### src/rtl/intra_net_requant.sv
// Requantizes one row of signed accumulators to int8 per beat (round, shift, ReLU, saturate)
// and tracks per-job row counts, done, saturation and overrun statistics.
module intra_net_requant #(
  parameter int COL_DIM    = 16,
  parameter int ACC_WIDTH  = 32,
  parameter int ACT_WIDTH  = 8,
  parameter int ADDR_WIDTH = 10,
  parameter int ROW_WIDTH  = 8
) (
  input  logic                           clk,
  input  logic                           reset,
  input  logic                           start,
  input  logic [4:0]                     cfg_shift,
  input  logic                           cfg_relu,
  input  logic [ROW_WIDTH-1:0]           cfg_rows,
  input  logic                           in_valid,
  input  logic [COL_DIM*ACC_WIDTH-1:0]   in_data,
  input  logic [ADDR_WIDTH-1:0]          in_addr,
  output logic [COL_DIM-1:0]             out_w_en,
  output logic                           out_valid,
  output logic [COL_DIM*ACT_WIDTH-1:0]   out_data,
  output logic [ADDR_WIDTH-1:0]          out_addr,
  output logic                           busy,
  output logic                           done,
  output logic [15:0]                    sat_count,
  output logic                           overrun
);

  typedef enum logic [1:0] {IDLE = 2'd0, RUN = 2'd1, DRAIN = 2'd2} state_t;

  localparam int CNT_W = $clog2(COL_DIM + 1);
  localparam logic signed [ACC_WIDTH:0] Q_MAX   = {{(ACC_WIDTH+2-ACT_WIDTH){1'b0}}, {(ACT_WIDTH-1){1'b1}}};
  localparam logic signed [ACC_WIDTH:0] Q_MIN   = {{(ACC_WIDTH+2-ACT_WIDTH){1'b1}}, {(ACT_WIDTH-1){1'b0}}};
  localparam logic signed [ACC_WIDTH:0] RND_ONE = {{ACC_WIDTH{1'b0}}, 1'b1};
  localparam logic [ROW_WIDTH-1:0]      ROW_ONE = {{(ROW_WIDTH-1){1'b0}}, 1'b1};

  state_t                      state_r;
  logic [4:0]                  shift_r;
  logic                        relu_r;
  logic [ROW_WIDTH-1:0]        rows_r;
  logic [ROW_WIDTH-1:0]        in_cnt_r;
  logic [ROW_WIDTH-1:0]        out_cnt_r;
  logic                        s1_valid_r;
  logic [ADDR_WIDTH-1:0]       s1_addr_r;
  logic signed [ACC_WIDTH:0]   s1_acc_r [COL_DIM];
  logic signed [ACC_WIDTH:0]   rnd_s;
  logic                        accept_s;
  logic [ACT_WIDTH:0]          lane_s;
  logic [COL_DIM*ACT_WIDTH-1:0] q_data_s;
  logic [CNT_W-1:0]            sat_n_s;
  logic [16:0]                 sat_sum_s;

  // Returns {clipped, value}; ReLU zeroing happens before the clip so it never counts as saturation.
  function automatic logic [ACT_WIDTH:0] requant_lane(input logic signed [ACC_WIDTH:0] r,
                                                      input logic [4:0] sh, input logic relu);
    logic signed [ACC_WIDTH:0] q;
    q = r >>> sh;
    q = (relu && q[ACC_WIDTH]) ? '0 : q;
    if (q > Q_MAX) requant_lane = {1'b1, Q_MAX[ACT_WIDTH-1:0]};
    else if (q < Q_MIN) requant_lane = {1'b1, Q_MIN[ACT_WIDTH-1:0]};
    else requant_lane = {1'b0, q[ACT_WIDTH-1:0]};
  endfunction

  assign accept_s  = (state_r == RUN) && in_valid;
  assign busy      = (state_r != IDLE);
  assign sat_sum_s = {1'b0, sat_count} + {{(17-CNT_W){1'b0}}, sat_n_s};

  // Half-LSB rounding offset for the configured shift.
  always_comb begin
    rnd_s = '0;
    if (shift_r == 5'd0) rnd_s = '0;
    else rnd_s = RND_ONE << (shift_r - 5'd1);
  end

  // Stage-2 combinational requantization of every lane plus the clipped-lane count.
  always_comb begin
    q_data_s = '0;
    sat_n_s  = '0;
    lane_s   = '0;
    for (int i = 0; i < COL_DIM; i++) begin
      lane_s = requant_lane(s1_acc_r[i], shift_r, relu_r);
      q_data_s[i*ACT_WIDTH +: ACT_WIDTH] = lane_s[ACT_WIDTH-1:0];
      sat_n_s = sat_n_s + {{(CNT_W-1){1'b0}}, lane_s[ACT_WIDTH]};
    end
  end

  // Stage-1 data: 33-bit sign-extended accumulator plus rounding offset (cannot overflow).
  always_ff @(posedge clk) begin
    if (accept_s) begin
      for (int i = 0; i < COL_DIM; i++) begin
        s1_acc_r[i] <= $signed({in_data[i*ACC_WIDTH+ACC_WIDTH-1], in_data[i*ACC_WIDTH +: ACC_WIDTH]}) + rnd_s;
      end
    end
  end

  // Job FSM, pipeline valids, registered outputs and statistics.
  always_ff @(posedge clk or posedge reset) begin
    if (reset) begin
      state_r    <= IDLE;
      shift_r    <= 5'd0;
      relu_r     <= 1'b0;
      rows_r     <= '0;
      in_cnt_r   <= '0;
      out_cnt_r  <= '0;
      s1_valid_r <= 1'b0;
      s1_addr_r  <= '0;
      out_valid  <= 1'b0;
      out_w_en   <= '0;
      out_data   <= '0;
      out_addr   <= '0;
      done       <= 1'b0;
      sat_count  <= 16'd0;
      overrun    <= 1'b0;
    end else begin
      s1_valid_r <= accept_s;
      if (accept_s) s1_addr_r <= in_addr;
      out_valid <= s1_valid_r;
      out_w_en  <= {COL_DIM{s1_valid_r}};
      done      <= 1'b0;
      if (s1_valid_r) begin
        out_data  <= q_data_s;
        out_addr  <= s1_addr_r;
        out_cnt_r <= out_cnt_r + ROW_ONE;
        sat_count <= sat_sum_s[16] ? 16'hFFFF : sat_sum_s[15:0];
        if ((state_r == DRAIN) && (out_cnt_r + ROW_ONE == rows_r)) done <= 1'b1;
      end
      if (in_valid && (state_r != RUN)) overrun <= 1'b1;
      case (state_r)
        IDLE: begin
          if (start) begin
            shift_r   <= cfg_shift;
            relu_r    <= cfg_relu;
            rows_r    <= cfg_rows;
            in_cnt_r  <= '0;
            out_cnt_r <= '0;
            sat_count <= 16'd0;
            overrun   <= 1'b0;
            if (cfg_rows == '0) done <= 1'b1;
            else state_r <= RUN;
          end
        end
        RUN: begin
          if (in_valid) begin
            in_cnt_r <= in_cnt_r + ROW_ONE;
            if (in_cnt_r + ROW_ONE == rows_r) state_r <= DRAIN;
          end
        end
        DRAIN: begin
          if (done) state_r <= IDLE;
        end
        default: state_r <= IDLE;
      endcase
    end
  end

endmodule

### config.mk
export PLATFORM = sky130hd
export DESIGN_NAME = intra_net_requant
export DESIGN_NICKNAME = d
export VERILOG_FILES = /design/src/rtl/intra_net_requant.sv
export SDC_FILE = /design/constraint.sdc
export NUM_CORES = 2
export LEC_CHECK = 0
export CAP_MARGIN = 10
export CORE_MARGIN = 2
export CORE_UTILIZATION = 45
export CTS_CLUSTER_SIZE = 25
export DETAILED_ROUTE_END_ITERATION = 8
export GPL_ROUTABILITY_DRIVEN = 0
export HOLD_SLACK_MARGIN = 0.08
export SLEW_MARGIN = 20
export SYNTH_ARGS = -nofsm -noshare
export SYNTH_HDL_FRONTEND = slang
export SYNTH_SLANG_ARGS = --single-unit
### constraint.sdc
create_clock -name clk -period 46.5 [get_ports clk]
set_clock_uncertainty 0.05 [all_clocks]
set_input_delay 9.3 -clock clk [delete_from_list [all_inputs] [get_ports clk]]
set_output_delay 9.3 -clock clk [all_outputs]
set_load 0.03 [all_outputs]
==> flow_summary.yaml <==
logic_synthesis:
  syn_inst: 8837
  synthTopCellsByCount: "1050 x nand2_1, 773 x a21oi_1, 613 x nor2_1"
  ys_seq_area_share_pct: 25.46
  ys.flop_type: "edfxtp_1"
  yosysMostFrequentCell: "nand2_1"
  synth_area_sq_mm: 0.08193
  synth_area_per_cell_sq_um: 9.272
  synth-compound-area-share_pct: 20.17
  synth_top_cell_area_share_pct: 19.35
  synthTopCellsByArea: "edfxtp_1 19%, mux4_2 12%, ha_1 8.0%"
  synth_mux_area_share_pct: 20.25
  synthXorXnorAreaFrac_pct: 5.056
  synthAdderAreaFrac_pct: 8.656
  synth_top_family_by_area: "multiplexers"
  synth_simple_gate_area_share_pct: 14.79
  synth_seq_cells: 728
  synth_edf_count: 528
  synth_warnings: 0
  async_flop_share_pct: 27.47
  yosysTopAreaCell: "edfxtp_1"
  synth_cell_types: 110
timing:
  clock.fmax_ghz: 0.07527
  setup_tns_ns: 0
  worst_pin_slew_ns: 1.314
  period_share_pct: 28.57
  min_period_ns: 13.28
  finalSetupViolations: 0
  final_max_slew_viol_count: 0
  slew_headroom_pct: 11.48
  hold_viol_final: 0
  hold_ws_ns: 0.4218
  rsz0062_at_grt: "no"
routing:
  wl_per_cell_um: 31.73
  drcViolationCount: 0
  initialDrtViolationCount: 11880
  vias: 79330
  final_antenna_net_count: 0
  avgViaCountPerCell: 6.774
  totalWireLength_mm: 371.7
  firstDrtPassIters: 9
power_and_ir_drop:
  power_leakage_uw: 0.03823
  total_power_uw: 7239
  vdd_drop_max_v: 0.00005721
  power_density_mw_per_mm2: 77.46
floorplanning:
  dieArea_sq_mm: 0.1855
  die_x_um: 430.7
  dieHeight_um: 430.7
  coreArea_sq_mm: 0.1807
  start_util_pct: 45.33
  ios: 714
  rows: 156
hold_path:
  whs_path_depth: 2
  hold_path.class: "reg -> reg"
  min_to: "s1_addr_r[1]"
  min_from: "s1_addr_r[1]"
cts:
  root_buffer: "clkbuf_16"
  cts.clk_slew.worst_paths_ns: 0.06
  cts_buffers: 92
  cts_tree: "done"
  cts.sinks: 728
  htreeDepth: 3
  clk_latency_ns: 0.74
  cts_setup_buffers: 0
  ctsResizeCount: 0
  postCtsHoldBufs: 0
  cts_max_path_buffers: 3
setup_path:
  path_class: "in -> reg"
  rrSetupSlack_ns: 36.32
  slowest_stage: "o221ai_1"
  startpoint: "in_data[397]"
  reg2reg_to: "sat_count[15]"
  cp_max_fo: 6
  reg2reg_depth: 29
  cp.arrival_ns: 13.69
  startpoint_type: "input pin"
  slowest_delay_ns: 0.77
  cp.required_ns: 46.91
  r2r_start: "shift_r[3]"
  crit_path_cell_trace: "clkdlybuf4s50_1 -> ha_1 -> nand4_1 -> nor2_1 -> o221ai_1 -> a21boi_0 -> o211ai_1 -> a31oi_1 -> a211oi_1 -> o21ai_0 -> a21oi_1 -> xnor2_1"
  cp-end-kind: "flip-flop"
grt:
  grt_pass1_wl_mm: 521.5
  grt_overflow: 0
  grt_max_degree: 183
  antenna_found_initial: 51
  grt.total_usage_pct: 38.76
  grt_pass1_vias: 71580
cells_and_area:
  area.growth.synth_to_final_pct: 14.07
  filler_cell_count: 16580
  drive_gt1_share_pct: 10.66
  fin_nets: 10340
run_status:
  status: "finished, final reports clean"
place:
  io_buffers: 713
  hpwl_mm: 290.7
job:
  maxCapViolations: 0
area by class of cell:
cell class	instances	area [sq um]	area share [%]
Inverter	348	1349	1.443
Clock buffer	114	2477	2.651
Clock inverter	55	703.2	0.7524
Timing Repair Buffer	833	8204	8.778
Multi-Input combinational cell	7245	56830	60.81
Sequential cell	728	20880	22.35
Antenna cell	19	47.55	0.05087
Tap cell	2370	2965	3.173
metrics by stage:
stage | cells | setup WS, ns | instance area (sq um) | util [%]
after floorplan | 8852 | 20.89 | 81990 | -
after global placement | 11520 | 32.69 | 90210 | 49.91
after detailed placement | 11520 | 32.70 | 90220 | 49.92
after CTS | 11690 | 33.43 | 93400 | 51.68
after global routing | 11700 | 33.16 | 93420 | 51.69
final | 11710 | 33.22 | 93460 | 51.71
metal layers:
layer	wire length, um	track usage, %	vias to the layer above	share of wire, %
met5	331	0	-	0.089
met4	27170	23.65	46	7.3
met3	57200	15.05	1029	15
met2	142700	51.63	5492	38
met1	144300	52.34	38240	39
li1	-	-	34530	-
sequential cells by signal, summed over array words and instances, names as in the netlist:
| register | cells |
|---|---|
| done | 1 |
| in_cnt_r | 8 |
| out_addr | 10 |
| out_cnt_r | 8 |
| out_data | 128 |
| out_valid | 1 |
| overrun | 1 |
| relu_r | 1 |
| rows_r | 8 |
| s1_acc_r | 528 |
| s1_addr_r | 10 |
| s1_valid_r | 1 |
| sat_count | 16 |
| shift_r | 5 |
| state_r | 2 |
worst max-delay path by stage:
stage / slack (ns) / cells past startpoint / endpoint
after global routing: 33.16 / 14 / s1_acc_r[1][63]
final: 33.22 / 12 / s1_acc_r[1][164]
after CTS: 33.43 / 12 / s1_acc_r[1][164]
after global placement: 32.69 / 12 / s1_acc_r[1][164]
after floorplan: 20.89 / 3 / s1_valid_r
after detailed placement: 32.70 / 12 / s1_acc_r[1][164]
cells by family after synthesis:
family / count (synthesis)
AOI/OAI and AO/OA: 2552
xor gates and xnor gates: 473
adders and majority gates: 550
buffers and inverters: 879
DFF: 728
muxes: 1032
other: 1
and+or+nand+nor: 2622
power by group:
part / total (uW) / internal [uW] / switching (uW)
clock: 772 / 457 / 315
combinational: 5110 / 1930 / 3180
sequential: 1360 / 1040 / 319
worst max-delay path, delay by kind of cell:
kind                     cells  cell delay [ns]
AO/OA/AOI/OAI                7             2.20
AND/OR/NAND/NOR              2             0.92
buffers and inverters        1             0.60
adder cells (fa/ha/maj)      1             0.51
XOR/XNOR                     1             0.13
placed cells by master (no fill, tap or decap), types with 108 or more instances in the layout:
cell / count
mux4_2: 419
a31oi_1: 108
nand2_1: 1050
nand3_1: 195
ha_1: 522
nor2_1: 582
mux2_2: 163
nor3_1: 112
dfrtp_1: 193
inv_1: 341
o21ai_0: 475
o21a_1: 111
edfxtp_1: 528
clkdlybuf4s50_1: 713
a211oi_1: 160
a21o_1: 239
a21oi_1: 771
xor2_1: 144
mux2i_1: 398
xnor2_1: 329
Power figures use the tool's default switching activity.
